**config.mk**
```make
export PLATFORM = sky130hd
export DESIGN_NAME = des_key_schedule
export DESIGN_NICKNAME = d
export VERILOG_FILES = /design/src/rtl/des_key_schedule.sv
export SDC_FILE = /design/constraint.sdc
export NUM_CORES = 1
export LEC_CHECK = 0
export ABC_AREA = 1
export CAP_MARGIN = 20
export CORE_AREA = 2 2 329 331
export DETAILED_ROUTE_END_ITERATION = 10
export DIE_AREA = 0 0 331 333
export HOLD_SLACK_MARGIN = 0.15
export MAX_ROUTING_LAYER = met4
export PLACE_DENSITY = 0.66
export RECOVER_POWER = 25
export SLEW_MARGIN = 25
export SYNTH_ARGS = -nofsm -noshare
export SYNTH_HDL_FRONTEND = slang
export SYNTH_SLANG_ARGS = --single-unit
```
**constraint.sdc**
```tcl
create_clock -name CLK -period 1.95 [get_ports CLK]
set_input_delay 0.2925 -clock CLK [delete_from_list [all_inputs] [get_ports CLK]]
set_output_delay 0.2925 -clock CLK [all_outputs]
set_load 0.02 [all_outputs]
```
**src/rtl/des_key_schedule.sv**
```systemverilog
// DES key schedule: PC-1 on request, then one round per clock producing the
// sixteen 48-bit subkeys in encryption or reversed (decryption) order.
module des_key_schedule #(
  parameter int KEY_WIDTH        = 64,
  parameter int GEN_KEY_48_WIDTH = 48
) (
  input  logic                              CLK,
  input  logic                              RST,
  input  logic [KEY_WIDTH-1:0]              key,
  input  logic                              start,
  input  logic                              decrypt,
  output logic [15:0][GEN_KEY_48_WIDTH-1:0] subkeys,
  output logic                              keys_valid,
  output logic                              busy
);

  // Tables hold DES bit numbers (1 = MSB of the source vector).
  localparam int PC1_TAB [56] = '{
    57, 49, 41, 33, 25, 17,  9,  1, 58, 50, 42, 34, 26, 18,
    10,  2, 59, 51, 43, 35, 27, 19, 11,  3, 60, 52, 44, 36,
    63, 55, 47, 39, 31, 23, 15,  7, 62, 54, 46, 38, 30, 22,
    14,  6, 61, 53, 45, 37, 29, 21, 13,  5, 28, 20, 12,  4
  };
  localparam int PC2_TAB [48] = '{
    14, 17, 11, 24,  1,  5,  3, 28, 15,  6, 21, 10,
    23, 19, 12,  4, 26,  8, 16,  7, 27, 20, 13,  2,
    41, 52, 31, 37, 47, 55, 30, 40, 51, 45, 33, 48,
    44, 49, 39, 56, 34, 53, 46, 42, 50, 36, 29, 32
  };

  typedef enum logic {IDLE, GEN} state_t;

  state_t                              state_reg, state_next;
  logic [27:0]                         c_reg, c_next, d_reg, d_next;
  logic [4:0]                          round_reg, round_next;
  logic                                dec_reg, dec_next;
  logic                                busy_reg, busy_next;
  logic                                valid_reg, valid_next;
  logic [15:0][GEN_KEY_48_WIDTH-1:0]   subkeys_reg;
  logic                                wr_en;
  logic [3:0]                          wr_idx;
  logic                                single_shift;
  logic [55:0]                         pc1_out;
  logic [55:0]                         cd_rot;
  logic [GEN_KEY_48_WIDTH-1:0]         pc2_out;
  logic [7:0]                          unused_parity;

  genvar gi;
  generate
    for (gi = 0; gi < 56; gi++) begin : g_pc1
      assign pc1_out[55-gi] = key[KEY_WIDTH-PC1_TAB[gi]];
    end
    for (gi = 0; gi < GEN_KEY_48_WIDTH; gi++) begin : g_pc2
      assign pc2_out[GEN_KEY_48_WIDTH-1-gi] = cd_rot[56-PC2_TAB[gi]];
    end
    // Parity bits are dropped by PC-1 and intentionally left unconnected.
    for (gi = 0; gi < 8; gi++) begin : g_parity
      assign unused_parity[gi] = key[gi*8];
    end
  endgenerate

  assign single_shift = (round_reg == 5'd1) || (round_reg == 5'd2) ||
                        (round_reg == 5'd9) || (round_reg == 5'd16);
  assign cd_rot = single_shift ?
                  {c_reg[26:0], c_reg[27], d_reg[26:0], d_reg[27]} :
                  {c_reg[25:0], c_reg[27:26], d_reg[25:0], d_reg[27:26]};
  assign wr_idx = dec_reg ? 4'(5'd16 - round_reg) : 4'(round_reg - 5'd1);

  always_comb begin
    state_next = state_reg;
    c_next     = c_reg;
    d_next     = d_reg;
    round_next = round_reg;
    dec_next   = dec_reg;
    busy_next  = busy_reg;
    valid_next = valid_reg;
    wr_en      = 1'b0;
    case (state_reg)
      IDLE: begin
        if (start) begin
          state_next = GEN;
          c_next     = pc1_out[55:28];
          d_next     = pc1_out[27:0];
          dec_next   = decrypt;
          round_next = 5'd1;
          busy_next  = 1'b1;
          valid_next = 1'b0;
        end
      end
      GEN: begin
        c_next     = cd_rot[55:28];
        d_next     = cd_rot[27:0];
        wr_en      = 1'b1;
        round_next = round_reg + 5'd1;
        if (round_reg == 5'd16) begin
          state_next = IDLE;
          busy_next  = 1'b0;
          valid_next = 1'b1;
        end
      end
      default: state_next = IDLE;
    endcase
  end

  always_ff @(posedge CLK or negedge RST) begin
    if (!RST) begin
      state_reg   <= IDLE;
      c_reg       <= '0;
      d_reg       <= '0;
      round_reg   <= '0;
      dec_reg     <= 1'b0;
      busy_reg    <= 1'b0;
      valid_reg   <= 1'b0;
      subkeys_reg <= '0;
    end else begin
      state_reg <= state_next;
      c_reg     <= c_next;
      d_reg     <= d_next;
      round_reg <= round_next;
      dec_reg   <= dec_next;
      busy_reg  <= busy_next;
      valid_reg <= valid_next;
      if (wr_en)
        subkeys_reg[wr_idx] <= pc2_out;
    end
  end

  assign subkeys    = subkeys_reg;
  assign keys_valid = valid_reg;
  assign busy       = busy_reg;

endmodule
```
==> results.json <==
{
  "critPathLaunch": "round_reg[0]$_DFFE_PN0P_",
  "dieArea_sq_um": 110000,
  "yosys_register_bits": 833,
  "tightest_slew_ps": 1160,
  "fin_worst_skew_ps": 30.6,
  "timing.fmax_mhz": 462,
  "ant_nets": 0,
  "irDropWorstVdd_uv": 1140,
  "finalCriticalPeriod_ps": 2170,
  "slew_violations": 0,
  "netlist_top_cells_area": "dfrtp_1 (64%), nand2_1 (16%), nand3_1 (7.5%)",
  "die_h_um": 333,
  "synth-xor-area-share_pct": 0.0536,
  "setup_viol": 1272,
  "layout-drive-gt1-share_pct": 22.6,
  "path_buf_inv": 6,
  "drc": 0,
  "synth_area_sq_um": 32700,
  "drt_iter0_markers": 3290,
  "cpLargestDelayFamily": "buffers and inverters",
  "setup-tns-final_ps": -86850,
  "rsz0062_at_grt": "yes",
  "muxShareOfSynthArea_pct": 0,
  "yosys_warnings": 0,
  "num_rows": 120,
  "path_max_fanout": 8,
  "final_common_cell": "nand2_1",
  "io_pins": 838,
  "cts.clk_slew.worst_paths_ps": 60,
  "hold_ws_ps": 193,
  "initial_utilization_pct": 30.7,
  "routedWlPerCell_um": 26.2,
  "final-hold-violation-count": 0,
  "final_util_pct": 51.3,
  "htreeDepth": 3,
  "portBuffers": 829,
  "hp-class": "input pin to flip-flop",
  "nets": 4791,
  "synth.net_count": 3600,
  "clockBufferDepth": 3,
  "synth_top_family_by_area": "simple AND/OR/NAND/NOR gates",
  "endpoint": "subkeys[37]$_DFFE_PN0P_",
  "die_w_um": 331,
  "vias": 32500,
  "critical_path_arrival_ps": 2740,
  "ys_types": 27,
  "crit_required_ps": 2520,
  "r2r_cells": 15,
  "worstSetupPathType": "flip-flop to flip-flop",
  "cp-start-kind": "flip-flop",
  "cp_common_cell": "nand2_4",
  "failed_checks": "negative setup slack",
  "path_cells": "inv_2 -> ha_4 -> inv_2 -> nand2_4 -> nand2_4 -> nand2_4 -> nand2_4 -> nor2_4 -> buf_6 -> buf_12 -> buf_12 -> nand2_8 -> clkbuf_16 -> nand2_2 -> nand2_1",
  "layout_common_cells": "nand2_1 (1184), dfrtp_1 (829), clkdlybuf4s50_1 (758), nand3_1 (418), o21ai_0 (213)",
  "setup_slack_ps": -216,
  "place_area_sq_um": 45300,
  "cts_buffers": 93,
  "grt-ovfl-total": 0,
  "synth_cells": 3528,
  "r2r-start": "round_reg[0]$_DFFE_PN0P_",
  "drt_pre_antenna_iters": 7,
  "grt_pass1_wl_um": 221000,
  "synth_fa_ha_area_share_pct": 0.153,
  "maxCapViolations": 0,
  "fin_area_sq_um": 54700,
  "rrSetupSlack_ps": -220,
  "slowest_delay_ps": 410,
  "place_congestion": 0.864,
  "dp_hpwl_um": 101000,
  "synth_compound_area_share_pct": 6.38,
  "via_per_inst": 5.21,
  "grt_max_degree": 103,
  "max_slew_margin_pct": 22.8,
  "place_inst": 5803,
  "timing.rr.end": "subkeys[37]$_DFFE_PN0P_",
  "yosys.area.top_type": "dfrtp_1",
  "syn-mean-instance-area_sq_um": 9.26,
  "finalCritPeriodShare_pct": 111,
  "synth_top_area_share_pct": 63.8,
  "drt-total-wl_um": 164000,
  "power_mw": 133,
  "end_kind": "flip-flop",
  "synthToLayoutAreaGrowth_pct": 67.3,
  "grt_pass1_vias": 30600,
  "largest_register_ffs": 768,
  "status": "finished with violations",
  "dpl_worst_slack_ps": -253,
  "cts.sinks": 833,
  "path_depth": 15,
  "cts_tree": "built",
  "insertion_delay_ps": 700,
  "antenna_found_initial": 39,
  "yosys.area_share.simple_pct": 25.2,
  "power.density_nw_per_um2": 2430,
  "cts_root_buf": "clkbuf_16",
  "layoutNonFillerInstCount": 6230,
  "core-area_sq_um": 107000,
  "power.leakage_nw": 25.8,
  "grt_usage_pct": 28.4,
  "seq_area_frac_synth_pct": 63.8,
  "worst_path_max_delay_cell": "dfrtp_1"
}
[cell type report]
class | instances | area (sq um)
repair buffers | 1337 | 16100
well taps | 1403 | 1760
fillers | 9388 | 51900
multi-input cells | 2384 | 12400
diodes | 35 | 87.6
clock buffers | 133 | 2680
clock inverters | 35 | 558
inverters | 70 | 323
flip-flops and latches | 833 | 20900
[synthesized netlist by cell type, drive strengths merged]
master / count
dfrtp: 833
a21oi: 9
a31oi: 1
xor2: 1
nand2: 1449
clkbuf: 91
a22oi: 1
o21a: 1
nor2: 13
inv: 70
nand4: 1
buf: 150
o21ai: 402
nand3: 500
o21bai: 1
xnor2: 1
ha: 4
[cell families (layout without fill, tap and decap cells)]
group           count (synthesis)  count (layout)
xor+xnor                        2               2
other cells                     0              35
flops                         833             833
compound gates                415             415
fa+ha+maj                       4               4
buf+inv                       311            1575
simple gates                 1963            1963
[tightest hold or removal path, cell delays in order]
cell and delay, ps:
clkdlybuf4s50_1 410, nand2_1 70, nand3_1 70
[layer usage]
metal / track usage, % / vias to the layer above / routed length (um)
met2: 42.7 / 1974 / 73900
met5: - / - / 0
met4: 15.9 / 0 / 11700
met1: 35.1 / 16000 / 61900
li1: - / 13900 / -
met3: 6.89 / 575 / 16000
[report_power, final]
group	internal (mW)	switching (mW)	leakage (nW)
registers	24.2	4.83	10.8
logic	37.4	48.1	13.4
clock network	10.9	7.81	1.57
total	72.4	60.8	25.8
[worst min-delay path by stage]
stage,slack [ps],endpoint,depth (start not counted),start
finish,190,d_reg[19]$_DFFE_PN0P_,3,key[2]
global route,190,d_reg[5]$_DFFE_PN0P_,3,key[51]
CTS,150,c_reg[13]$_DFFE_PN0P_,3,key[54]
detailed placement,250,subkeys[101]$_DFFE_PN0P_,1,RST
global placement,260,subkeys[101]$_DFFE_PN0P_,1,RST
floorplan,-3,busy$_DFFE_PN0P_,0,RST
[repair_timing]
item                                    in CTS  in global routing
hold endpoints to repair                   826                  0
gates resized for setup                    380                458
buffers inserted                            83                 50
hold buffers                                19                  0
endpoints found under the setup margin    1547               1516
pin swaps                                   76                101
gates cloned                                59                 31
No activity file was read; power rests on OpenSTA's default activity.
